**config.mk**
```make
export PLATFORM = sky130hd
export DESIGN_NAME = seq_mul_div_flat
export DESIGN_NICKNAME = d
export VERILOG_FILES = /design/src/rtl/seq_mul_div_pkg.sv /design/src/rtl/seq_mul_div_if.sv /design/src/rtl/seq_mul_div_nrdiv_step.sv /design/src/rtl/seq_mul_div.sv /design/src/flat_wrapper.sv
export SDC_FILE = /design/constraint.sdc
export NUM_CORES = 1
export LEC_CHECK = 0
export CELL_PAD_IN_SITES_DETAIL_PLACEMENT = 1
export CELL_PAD_IN_SITES_GLOBAL_PLACEMENT = 2
export CORE_MARGIN = 1
export CORE_UTILIZATION = 33
export CTS_BUF_LIST = sky130_fd_sc_hd__clkbuf_4 sky130_fd_sc_hd__clkbuf_8
export CTS_CLUSTER_DIAMETER = 40
export DETAILED_ROUTE_END_ITERATION = 10
export PLACE_DENSITY_LB_ADDON = 0.1
export SYNTH_ARGS = -nofsm -noshare
export SYNTH_HDL_FRONTEND = slang
export SYNTH_HIERARCHICAL = 1
export SYNTH_SLANG_ARGS = --single-unit
```
**constraint.sdc**
```tcl
create_clock -name clock -period 4.9 [get_ports clock]
set_input_delay 0.98 -clock clock [delete_from_list [all_inputs] [get_ports clock]]
set_output_delay 0.98 -clock clock [all_outputs]
set_load 0.03 [all_outputs]
```
**src/rtl/seq_mul_div_pkg.sv**
```systemverilog
// Shared ALU opcode constants and the mul/div sequencer state encoding.
// Also imported by the ALU and the control unit.
package seq_mul_div_pkg;

   localparam int OPC_W = 5;

   localparam logic [OPC_W-1:0] OP_MUL = 5'b10000;
   localparam logic [OPC_W-1:0] OP_DIV = 5'b01111;

   typedef enum logic [2:0] {
      ST_IDLE = 3'd0,
      ST_MUL  = 3'd1,
      ST_DIV  = 3'd2,
      ST_DZ   = 3'd3,
      ST_FIX  = 3'd4,
      ST_DONE = 3'd5
   } state_t;

   function automatic logic is_muldiv(input logic [OPC_W-1:0] op);
      return (op == OP_MUL) || (op == OP_DIV);
   endfunction

endpackage

```
**src/rtl/seq_mul_div_if.sv**
```systemverilog
// Request/result bundle between the control unit (master) and the mul/div unit (slave).
interface seq_mul_div_if
   import seq_mul_div_pkg::*;
#(
   parameter int WIDTH = 32
);

   logic             start;
   logic [OPC_W-1:0] opcode;
   logic [WIDTH-1:0] A;
   logic [WIDTH-1:0] B;
   logic             busy;
   logic             done;
   logic             div_zero;
   logic [WIDTH-1:0] hi_out;
   logic [WIDTH-1:0] lo_out;

   modport master (
      output start, opcode, A, B,
      input  busy, done, div_zero, hi_out, lo_out
   );

   modport slave (
      input  start, opcode, A, B,
      output busy, done, div_zero, hi_out, lo_out
   );

endinterface

```
**src/rtl/seq_mul_div_nrdiv_step.sv**
```systemverilog
// One non-restoring division iteration on unsigned magnitudes.
// The remainder is kept one bit wider than the divisor so its sign is explicit.
module seq_mul_div_nrdiv_step
   import seq_mul_div_pkg::*;
#(
   parameter int WIDTH = 32
)
(
   input  logic signed [WIDTH:0]   rem_i,
   input  logic        [WIDTH-1:0] quot_i,
   input  logic        [WIDTH-1:0] dvs_i,
   output logic signed [WIDTH:0]   rem_o,
   output logic        [WIDTH-1:0] quot_o
);

   logic signed [WIDTH:0] shifted;
   logic signed [WIDTH:0] dvs_ext;

   // The remainder stays in [-D, D), so dropping its top bit on the shift loses nothing.
   assign shifted = {rem_i[WIDTH-1:0], quot_i[WIDTH-1]};
   assign dvs_ext = {1'b0, dvs_i};

   assign rem_o  = rem_i[WIDTH] ? (shifted + dvs_ext) : (shifted - dvs_ext);
   assign quot_o = {quot_i[WIDTH-2:0], ~rem_o[WIDTH]};

endmodule

```
**src/rtl/seq_mul_div.sv**
```systemverilog
// Multi-cycle signed multiply (radix-2 Booth) / divide (non-restoring), one iteration per clock.
// Results are published only on entry to DONE, so hi_out/lo_out never show partial values.
module seq_mul_div
   import seq_mul_div_pkg::*;
#(
   parameter int WIDTH = 32
)
(
   input  logic         clock,
   input  logic         clear,
   seq_mul_div_if.slave bus
);

   localparam int              CNT_W   = $clog2(WIDTH) + 1;
   localparam logic [CNT_W-1:0] LAST_IT = CNT_W'(WIDTH - 1);

   state_t state_q, state_d;

   logic [CNT_W-1:0] cnt_q, cnt_d;
   logic [WIDTH-1:0] hi_q, hi_d;
   logic [WIDTH-1:0] lo_q, lo_d;
   logic             dz_q, dz_d;

   // acc doubles as the signed partial remainder, q as multiplier / dividend-then-quotient.
   logic signed [WIDTH:0] acc_q, acc_d;
   logic signed [WIDTH:0] m_q, m_d;
   logic [WIDTH-1:0]      q_q, q_d;
   logic                  q1_q, q1_d;
   logic                  qneg_q, qneg_d;
   logic                  rneg_q, rneg_d;

   logic                  accept;
   logic                  b_zero;
   logic                  last_it;
   logic signed [WIDTH:0] booth_sum;
   logic signed [WIDTH:0] step_rem;
   logic [WIDTH-1:0]      step_quot;
   logic [WIDTH-1:0]      rem_fix;

   function automatic logic [WIDTH-1:0] neg_if(input logic [WIDTH-1:0] v, input logic n);
      return n ? -v : v;
   endfunction

   function automatic logic [WIDTH-1:0] mag(input logic [WIDTH-1:0] v);
      return neg_if(v, v[WIDTH-1]);
   endfunction

   assign accept  = (state_q == ST_IDLE) && bus.start && is_muldiv(bus.opcode);
   assign b_zero  = (bus.B == '0);
   assign last_it = (cnt_q == LAST_IT);

   always_comb begin
      booth_sum = acc_q;
      case ({q_q[0], q1_q})
         2'b01:   booth_sum = acc_q + m_q;
         2'b10:   booth_sum = acc_q - m_q;
         default: booth_sum = acc_q;
      endcase
   end

   seq_mul_div_nrdiv_step #(
      .WIDTH (WIDTH)
   ) u_step (
      .rem_i  (acc_q),
      .quot_i (q_q),
      .dvs_i  (m_q[WIDTH-1:0]),
      .rem_o  (step_rem),
      .quot_o (step_quot)
   );

   // A negative final remainder is restored modulo 2^WIDTH; the true value is in [0, D).
   assign rem_fix = acc_q[WIDTH] ? (acc_q[WIDTH-1:0] + m_q[WIDTH-1:0]) : acc_q[WIDTH-1:0];

   always_ff @(posedge clock or posedge clear) begin
      if (clear) state_q <= ST_IDLE;
      else       state_q <= state_d;
   end

   always_comb begin
      state_d = state_q;
      unique case (state_q)
         ST_IDLE: begin
            if (accept) begin
               if (bus.opcode == OP_MUL) state_d = ST_MUL;
               else if (b_zero)          state_d = ST_DZ;
               else                      state_d = ST_DIV;
            end
         end
         ST_MUL:  if (last_it) state_d = ST_DONE;
         ST_DIV:  if (last_it) state_d = ST_FIX;
         ST_FIX:  state_d = ST_DONE;
         ST_DZ:   state_d = ST_DONE;
         ST_DONE: state_d = ST_IDLE;
         default: state_d = ST_IDLE;
      endcase
   end

   always_comb begin
      bus.busy     = (state_q == ST_MUL) || (state_q == ST_DIV) ||
                     (state_q == ST_DZ)  || (state_q == ST_FIX);
      bus.done     = (state_q == ST_DONE);
      bus.div_zero = dz_q;
      bus.hi_out   = hi_q;
      bus.lo_out   = lo_q;
   end

   always_comb begin
      acc_d  = acc_q;
      m_d    = m_q;
      q_d    = q_q;
      q1_d   = q1_q;
      qneg_d = qneg_q;
      rneg_d = rneg_q;
      cnt_d  = '0;
      hi_d   = hi_q;
      lo_d   = lo_q;
      dz_d   = dz_q;
      unique case (state_q)
         ST_IDLE: begin
            if (accept) begin
               acc_d  = '0;
               q1_d   = 1'b0;
               dz_d   = 1'b0;
               qneg_d = bus.A[WIDTH-1] ^ bus.B[WIDTH-1];
               rneg_d = bus.A[WIDTH-1];
               if (bus.opcode == OP_MUL) begin
                  m_d = {bus.A[WIDTH-1], bus.A};
                  q_d = bus.B;
               end else begin
                  // Magnitudes as unsigned WIDTH-bit values, so -2^(W-1) maps to 2^(W-1).
                  m_d = {1'b0, mag(bus.B)};
                  q_d = b_zero ? bus.A : mag(bus.A);
               end
            end
         end
         ST_MUL: begin
            acc_d = {booth_sum[WIDTH], booth_sum[WIDTH:1]};
            q_d   = {booth_sum[0], q_q[WIDTH-1:1]};
            q1_d  = q_q[0];
            cnt_d = cnt_q + 1'b1;
            if (last_it) begin
               hi_d = booth_sum[WIDTH:1];
               lo_d = {booth_sum[0], q_q[WIDTH-1:1]};
            end
         end
         ST_DIV: begin
            acc_d = step_rem;
            q_d   = step_quot;
            cnt_d = cnt_q + 1'b1;
         end
         ST_FIX: begin
            hi_d = neg_if(rem_fix, rneg_q);
            lo_d = neg_if(q_q, qneg_q);
         end
         ST_DZ: begin
            hi_d = q_q;
            lo_d = '1;
            dz_d = 1'b1;
         end
         default: begin
            cnt_d = '0;
         end
      endcase
   end

   always_ff @(posedge clock or posedge clear) begin
      if (clear) begin
         cnt_q <= '0;
         hi_q  <= '0;
         lo_q  <= '0;
         dz_q  <= 1'b0;
      end else begin
         cnt_q <= cnt_d;
         hi_q  <= hi_d;
         lo_q  <= lo_d;
         dz_q  <= dz_d;
      end
   end

   // Working registers are fully reloaded on every accept, so they need no reset.
   always_ff @(posedge clock) begin
      acc_q  <= acc_d;
      m_q    <= m_d;
      q_q    <= q_d;
      q1_q   <= q1_d;
      qneg_q <= qneg_d;
      rneg_q <= rneg_d;
   end

endmodule

```
**src/flat_wrapper.sv**
```systemverilog
// flat-port wrapper written by rule: the top's interface ports become plain ports
module seq_mul_div_flat import seq_mul_div_pkg::*;
#(
   parameter int WIDTH = 32
)
  (clock, clear, bus_start, bus_opcode, bus_A, bus_B, bus_busy, bus_done, bus_div_zero, bus_hi_out, bus_lo_out);
  seq_mul_div_if #(.WIDTH(WIDTH)) bus_i ();
  input  logic clock;
  input  logic clear;
  input wire logic [$bits(bus_i.start)-1:0] bus_start;
  input wire logic [$bits(bus_i.opcode)-1:0] bus_opcode;
  input wire logic [$bits(bus_i.A)-1:0] bus_A;
  input wire logic [$bits(bus_i.B)-1:0] bus_B;
  output wire logic [$bits(bus_i.busy)-1:0] bus_busy;
  output wire logic [$bits(bus_i.done)-1:0] bus_done;
  output wire logic [$bits(bus_i.div_zero)-1:0] bus_div_zero;
  output wire logic [$bits(bus_i.hi_out)-1:0] bus_hi_out;
  output wire logic [$bits(bus_i.lo_out)-1:0] bus_lo_out;
  assign bus_i.start = bus_start;
  assign bus_i.opcode = bus_opcode;
  assign bus_i.A = bus_A;
  assign bus_i.B = bus_B;
  assign bus_busy = bus_i.busy;
  assign bus_done = bus_i.done;
  assign bus_div_zero = bus_i.div_zero;
  assign bus_hi_out = bus_i.hi_out;
  assign bus_lo_out = bus_i.lo_out;
  seq_mul_div #(.WIDTH(WIDTH)) u_core (.clock(clock), .clear(clear), .bus(bus_i));
endmodule
```
[Yosys cells after proc, flatten, opt, wreduce, memory -nomap -nowiden]
Cells that the tools add are included.
Word-level totals
  word-level logic and storage cells: 85
  bits of input ports: 72
  output and inout bits: 67
  register bits: 175
Cells by class
  reductions and logical operators: 20
  muxes and demuxes: 28
  add/subtract/negate cells: 10
  bitwise gates (word level): 2
  equality and inequality tests: 13
Operators by type and width (count)
  32-bit 2-to-1 mux: 11
  32-bit case mux with 3 select lines: 3
  32-bit negator: 4
  33-bit case mux with 3 select lines: 1
  33-bit adder: 2
  33-bit 2-to-1 mux: 2
  33-bit case mux with 2 select lines: 1
  33-bit subtractor: 2
  32-bit adder: 1
  32-bit logical NOT: 1
  3-bit 2-to-1 mux: 4
  3-bit case mux with 4 select lines: 1
  2-bit AND reduction: 5
  6-bit by 1-bit adder with 6-bit output (second input constant): 1
  3-bit by 2-bit == test with 1-bit output (second input constant): 2
  3-bit == test (second input constant): 2
  6-bit by 5-bit == test with 1-bit output (second input constant): 1
  6-bit 2-to-1 mux: 1
  2-bit by 1-bit != test with 1-bit output (second input constant): 3
  3-bit nonzero test: 2
  5-bit by 4-bit == test with 1-bit output (second input constant): 1
  5-bit == test (second input constant): 1
  1-bit logical OR: 4
  1-bit case mux with 2 select lines: 2
  11 further kinds: 15

[Logic depth before layout (Yosys ltp)]
  word-level depth: 6
  depth in mapped cells: 19
  mapped depth without buffers: 19

[Cells and area by module]
The synthesis kept the hierarchy.
By module, submodules not included
  seq_mul_div: instances 1, cells an instance 2057, area an instance 16355.7 um^2, seq. area each 4884.7 um^2
  seq_mul_div_nrdiv_step: instances 1, cells an instance 415, area an instance 2892.8 um^2, seq. area each 0.0 um^2

[Worst setup path after synthesis]
No wires, ideal clock.
  kind: input-to-reg
  start point: input bus_opcode[1]
  end point: register u_core.acc_q[0], enable pin
  path slack: -0.366 ns
  stages: 4
  library setup time: 0.509 ns
  path buffers: 0
  data required time: 4.391 ns
  arrival: 4.757 ns
  cells stage by stage: nor4_1 -> and2_1 -> o21ai_0 -> a21oi_1
On the way
  longest elaborated chain between the ends: 5
Ends and longest elaborated chain
  from (decl): line flat_wrapper.sv:11  | input wire logic [$bits(bus_i.opcode)-1:0] bus_opcode;
  5-bit == test / 5-bit by 4-bit == test with 1-bit output (equally long branches): line seq_mul_div_pkg.sv:20  | return (op == OP_MUL) || (op == OP_DIV);
  1-bit logical OR *: line seq_mul_div_pkg.sv:20
  1-bit logical AND *: line seq_mul_div.sv:48  | assign accept = (state_q == ST_IDLE) && bus.start && is_muldiv(bus.opcode);
  2-bit by 1-bit != test with 1-bit output (no source line) *
  2-bit AND reduction (no source line) *
  to (signal assigned): line seq_mul_div.sv:182  | acc_q <= acc_d;
  to (decl): line seq_mul_div.sv:25  | logic signed [WIDTH:0] acc_q, acc_d;
Every way passes the cells marked *; elsewhere a longest branch is shown, timed or not.
A chain may end at the register's enable or synchronous reset.

[Worst setup path after layout]
  start point: register u_core.m_q[5]
  end point: register u_core.q_q[0], data pin
On the way
  longest elaborated chain between the ends: 4
Ends and longest elaborated chain
  from (decl): line seq_mul_div.sv:26  | logic signed [WIDTH:0] m_q, m_d;
  from (signal assigned): line seq_mul_div.sv:183  | m_q <= m_d;
  33-bit subtractor / 33-bit adder (equally long branches): line seq_mul_div_nrdiv_step.sv:23  | assign rem_o = rem_i[WIDTH] ? (shifted + dvs_ext) : (shifted - dvs_ext);
  33-bit 2-to-1 mux *: line seq_mul_div_nrdiv_step.sv:23
  1-bit NOT *: line seq_mul_div_nrdiv_step.sv:24  | assign quot_o = {quot_i[WIDTH-2:0], ~rem_o[WIDTH]};
  via u_core.step_quot[0]: line seq_mul_div.sv:37  | logic [WIDTH-1:0] step_quot;
  32-bit case mux with 3 select lines *: line seq_mul_div.sv:118  | unique case (state_q)
  via u_core.q_d[0]: line seq_mul_div.sv:27  | logic [WIDTH-1:0] q_q, q_d;
  to (signal assigned): line seq_mul_div.sv:184  | q_q <= q_d;
  to (decl): line seq_mul_div.sv:27
Mark *: on every way through the listed nets, which the timed path passes. The rest lies on a longest branch.

==> metrics.md <==
| Metric | Value |
|---|---|
| Setup Crit Path Kind | `reg2reg` |
| Post-route ant nets | `0` |
| Total count of hold-check failures in the final report | `0` |
| Die height | `between 200 and 250 µm` |
| Number of max-slew violations in the final report | `0` |
| Nets | `2785` |
| R2R Setup Slk | `about 0.15 ns` |
| Register bit count reported by yosys | `~180` |
| TritonCTS buffer count | `17` |
| Slew at the pin closest to its max-slew limit | `between 1 and 1.5 ns` |
| Largest cells by area after synthesis | `sky130_fd_sc_hd__edfxtp_1 16%, sky130_fd_sc_hd__dfrtp_1 9.6%, sky130_fd_sc_hd__a21oi_1 7.5%, sky130_fd_sc_hd__ha_1 6.8%, sky130_fd_sc_hd__xor2_1 5.8%` |
| Vias per std cell | `slightly below 6` |
| Slowest cell on crit path | `sky130_fd_sc_hd__or4_4` |
| Worst-path fanout max | `7` |
| Setup TNS Final | `0 ns` |
| Peak Freq | `about 210 MHz` |
| Main flop type after synthesis | `sky130_fd_sc_hd__edfxtp_1` |
| Worst r2r dst | `u_core/q_q[0]` |
| Final GP Congestion | `0.900` |
| Synth unique cells | `between 100 and 150` |
| Compound-gate portion of the synthesized area | `0.289` |
| Clock Sinks | `175` |
| Smallest setup slack after layout | `0.152 ns` |
| Area delta synth->final | `17.1%` |
| Final setup vio count | `0` |
| Worst R2R Path Depth | `19` |
| Critical R2R Launch | `u_core/m_q[5]` |
| Share of synthesized area spent on multiplexers | `0.0148` |
| RSZ-0062 raised after global routing | `false` |
| Wire length of the first global-routing pass | `133 mm` |
| Maximum number of pins on one net before global-route repair | `approximately 130` |
| Half-perimeter wire length of the detailed placement result | `approximately 70 mm` |
| Buffer cell driving the clock tree root | `sky130_fd_sc_hd__clkbuf_8` |
| H-Tree Level Count | `4` |
| Minimum setup slack after placement | `-0.205 ns` |
| CP delay by family, top | `compound AO/OA/AOI/OAI gates` |
| Max-slew headroom at the worst pin | `0.183` |
| Worst hold slack across all endpoints | `~0.50 ns` |
| Initial core utilization | `0.334` |
| Worst hold path depth | `1` |
| Pwr Total | `~18 mW` |
| Mapped Cells | `~2500` |
| Number of violations of the max-capacitance limit | `0` |
| Worst IR Drop VDD | `0.000305 V` |
| Via Count | `around 20000` |
| Endpoint class of the critical path | `flip-flop` |
| Sequential cell area | `4890 µm²` |
| Hold Path Class | `reg2reg` |
| Critical path startpoint | `u_core/m_q[5]` |
| Post-synthesis adder-cell area fraction | `0.0707` |
| Post-synthesis share of cell area spent on xor and xnor gates | `0.112` |
| DRC errors left | `0` |
| Capturing element of the worst setup path | `u_core/q_q[0]` |
| Area of the placeable core | `between 50000 and 60000 µm²` |
| Launching element type of the critical path | `flip-flop` |
| Number of buffers inserted by hold repair at cts | `0` |
| CTS tree | `done` |
| Post-route clock period utilization | `0.969` |
| Post-Synthesis Net Count | `~2700` |
| Largest family of logic cells by synthesized area | `compound AO/OA/AOI/OAI gates` |
| Buffer and inverter count on the worst path | `3` |
| Overall routing resource usage | `0.295` |
| Critical Path AT | `5.01 ns` |
| Via count of the first global-routing pass | `approximately 20000` |
| Max Clock Skew | `around 0.018 ns` |
| Yosys warning count | `6` |
| Total global routing overflow | `0` |
| Violation count after the first detailed-routing iteration | `1406` |
| Share of layout cells above drive strength 1 | `0.107` |
| Filler cell count in the final layout | `6989` |
| Portion of the post-synthesis area used by sequential elements | `0.254` |
| Leakage power total | `around 8.8 nW` |
| Number of search-and-repair iterations in the first detailed-routing pass | `5` |
| Post-synthesis simple-gate area fraction | `0.208` |
| Total of buffers placed on input and output ports | `roughly 140` |
| Cell Rows | `just under 90` |
| Power per Cell Area | `roughly 800 nW/µm²` |
| Clock transition at path regs | `~0.13 ns` |
| Total routed wirelength | `slightly below 90 mm` |
| Minimum clock period | `approximately 4.7 ns` |
| Number of flops mapped to enable cells by yosys | `approximately 100` |
| Clock network latency to the later pin of the worst-skew pair | `0.54 ns` |
| Die Wd | `approximately 240 µm` |
| Multi-input combinational cell area | `roughly 14000 µm²` |
| Average wire per standard cell | `about 26 µm` |
| Mapped cell area | `about 19000 µm²` |
| Biggest area consumer among synthesized cells | `sky130_fd_sc_hd__edfxtp_1` |
| Initial antenna violation count | `2` |
| Stage delay of the slowest cell on the critical path | `0.53 ns` |
| Critical Path Stages | `19` |
| Area share of the largest cell type after synthesis | `0.158` |
| Ordered cell list for the critical path | `buf_4 -> or4_4 -> nor3_2 -> buf_4 -> nor3b_2 -> a21o_1 -> o21ai_0 -> xor2_1 -> ha_1 -> buf_4 -> a21o_1 -> a21o_1 -> a21oi_1 -> o21ai_1 -> a31oi_2 -> o211a_1 -> nand2_2 -> a22oi_2 -> o21ai_0` |
| Boundary pin count | `between 100 and 150` |
| Mean Syn Cell Area | `between 7 and 8 µm²` |
| FFs w/ async S/R, synth | `0.423` |
| Status | `completed` |
| Required time reported for the critical path endpoint | `a little over 5 ns` |
| Buffer depth of the longest clock path | `2` |
| Full die area | `roughly 59000 µm²` |
| Core utilization of the finished layout | `0.391` |
cell type report:
cell class                 count  area share
multi-input combinational   2067       0.600
antenna                        1    0.000111
timing repair buffer         290       0.114
inverter                      55     0.00921
clock buffer                  17      0.0104
clock inverter                15     0.00794
sequential                   175       0.217
tap                          765      0.0425
timing repair:
item	CTS	global route
setup endpoints to repair	1	15
cloned	0	0
buffers inserted	0	4
pin swaps	0	1
gates resized for setup	4	25
Yosys cell counts (25+ instances only):
master / count
sky130_fd_sc_hd__a221oi_1: 25
sky130_fd_sc_hd__nand2_1: 234
sky130_fd_sc_hd__or3_1: 34
sky130_fd_sc_hd__a211oi_1: 32
sky130_fd_sc_hd__a31oi_1: 29
sky130_fd_sc_hd__xor2_1: 128
sky130_fd_sc_hd__nand3_1: 41
sky130_fd_sc_hd__clkbuf_1: 114
sky130_fd_sc_hd__edfxtp_1: 101
sky130_fd_sc_hd__a21oi_1: 290
sky130_fd_sc_hd__xnor2_1: 118
sky130_fd_sc_hd__nor3_1: 48
sky130_fd_sc_hd__buf_4: 31
sky130_fd_sc_hd__a22o_1: 25
sky130_fd_sc_hd__ha_1: 104
sky130_fd_sc_hd__nor2_1: 282
sky130_fd_sc_hd__nand2b_1: 29
sky130_fd_sc_hd__o21ai_1: 33
sky130_fd_sc_hd__o31ai_1: 37
sky130_fd_sc_hd__o21ai_0: 168
sky130_fd_sc_hd__a21o_1: 48
sky130_fd_sc_hd__dfrtp_1: 74
sky130_fd_sc_hd__inv_1: 54
flip-flops by register name, summed over array words and instances, names as in the netlist:
register             flops
u_core/rneg_q            1
u_core/q_q              32
u_core/cnt_q             6
u_core/q1_q              1
u_core/state_q           3
u_core/bus.hi_out       32
u_core/qneg_q            1
u_core/m_q              33
u_core/bus.lo_out       32
u_core/bus.div_zero      1
u_core/acc_q            33
metal layers:
layer | vias to the layer above | GRT usage | part of all wire
met1 | 10000 | 0.404 | 0.46
li1 | 9346 | - | -
met4 | 0 | 0.103 | 0.033
met5 | - | 0 | 0
met3 | 86 | 0.0195 | 0.038
met2 | 531 | 0.489 | 0.46
cells by family after synthesis:
group | count (synthesis)
buffers and inverters | 230
adders and majority gates | 107
DFF | 175
xor gates and xnor gates | 246
and+or+nand+nor | 822
AOI/OAI and AO/OA | 865
muxes | 27
through the flow:
step                instances  cell area (µm²)
floorplan                2472            19300
detailed placement       3348            22000
CTS                      3380            22400
global placement         3348            22000
finish                   3385            22500
global route             3385            22500
worst min path at each step:
stage	startpoint	slack, ns	endpoint
2_1_floorplan	u_core/cnt_q[0]	0.45	u_core/cnt_q[0]
3_3_place_gp	u_core/cnt_q[0]	0.47	u_core/cnt_q[0]
3_5_place_dp	u_core/cnt_q[0]	0.49	u_core/cnt_q[0]
4_1_cts	u_core/cnt_q[0]	0.51	u_core/cnt_q[0]
5_1_grt	u_core/cnt_q[0]	0.53	u_core/cnt_q[0]
6_report	u_core/cnt_q[0]	0.50	u_core/cnt_q[0]
worst register-to-register path: stages, from the launching register on:
cell and delay, ns:
sky130_fd_sc_hd__edfxtp_1 0.41, sky130_fd_sc_hd__buf_4 0.18, sky130_fd_sc_hd__or4_4 0.53, sky130_fd_sc_hd__nor3_2 0.14, sky130_fd_sc_hd__buf_4 0.18, sky130_fd_sc_hd__nor3b_2 0.22, sky130_fd_sc_hd__a21o_1 0.25, sky130_fd_sc_hd__o21ai_0 0.16
sky130_fd_sc_hd__xor2_1 0.17, sky130_fd_sc_hd__ha_1 0.30, sky130_fd_sc_hd__buf_4 0.17, sky130_fd_sc_hd__a21o_1 0.18, sky130_fd_sc_hd__a21o_1 0.17, sky130_fd_sc_hd__a21oi_1 0.24, sky130_fd_sc_hd__o21ai_1 0.14, sky130_fd_sc_hd__a31oi_2 0.29
sky130_fd_sc_hd__o211a_1 0.23, sky130_fd_sc_hd__nand2_2 0.14, sky130_fd_sc_hd__a22oi_2 0.22, sky130_fd_sc_hd__o21ai_0 0.15
report_power, final:
group	leakage, nW	switching, mW	internal (mW)	total [mW]
Combinational	6.65	7.95	5.15	13.1
Sequential	1.96	1.01	2.36	3.37
Clock	0.210	0.717	0.399	1.12
Total	8.82	9.68	7.91	17.6
placed cells by master (no fill, tap or decap), types with 23 or more instances in the layout:
cell	synthesis	final
sky130_fd_sc_hd__dfrtp_1	74	73
sky130_fd_sc_hd__nand3_1	41	41
sky130_fd_sc_hd__xor2_1	128	128
sky130_fd_sc_hd__o22ai_1	24	24
sky130_fd_sc_hd__edfxtp_1	101	101
sky130_fd_sc_hd__nor2_1	282	279
sky130_fd_sc_hd__o21ai_1	33	35
sky130_fd_sc_hd__a211oi_1	32	32
sky130_fd_sc_hd__or3_1	34	34
sky130_fd_sc_hd__nand2_1	234	232
sky130_fd_sc_hd__inv_1	54	53
sky130_fd_sc_hd__a31oi_1	29	25
sky130_fd_sc_hd__a21o_1	48	48
sky130_fd_sc_hd__o21ai_0	168	165
sky130_fd_sc_hd__nor3_1	48	45
sky130_fd_sc_hd__nand2b_1	29	29
sky130_fd_sc_hd__buf_4	31	149
sky130_fd_sc_hd__a22o_1	25	25
sky130_fd_sc_hd__a221oi_1	25	23
sky130_fd_sc_hd__clkdlybuf4s50_1	0	138
sky130_fd_sc_hd__o31ai_1	37	37
sky130_fd_sc_hd__xnor2_1	118	117
sky130_fd_sc_hd__a21oi_1	290	288
sky130_fd_sc_hd__ha_1	104	100
(Power assumes the default switching activity.)
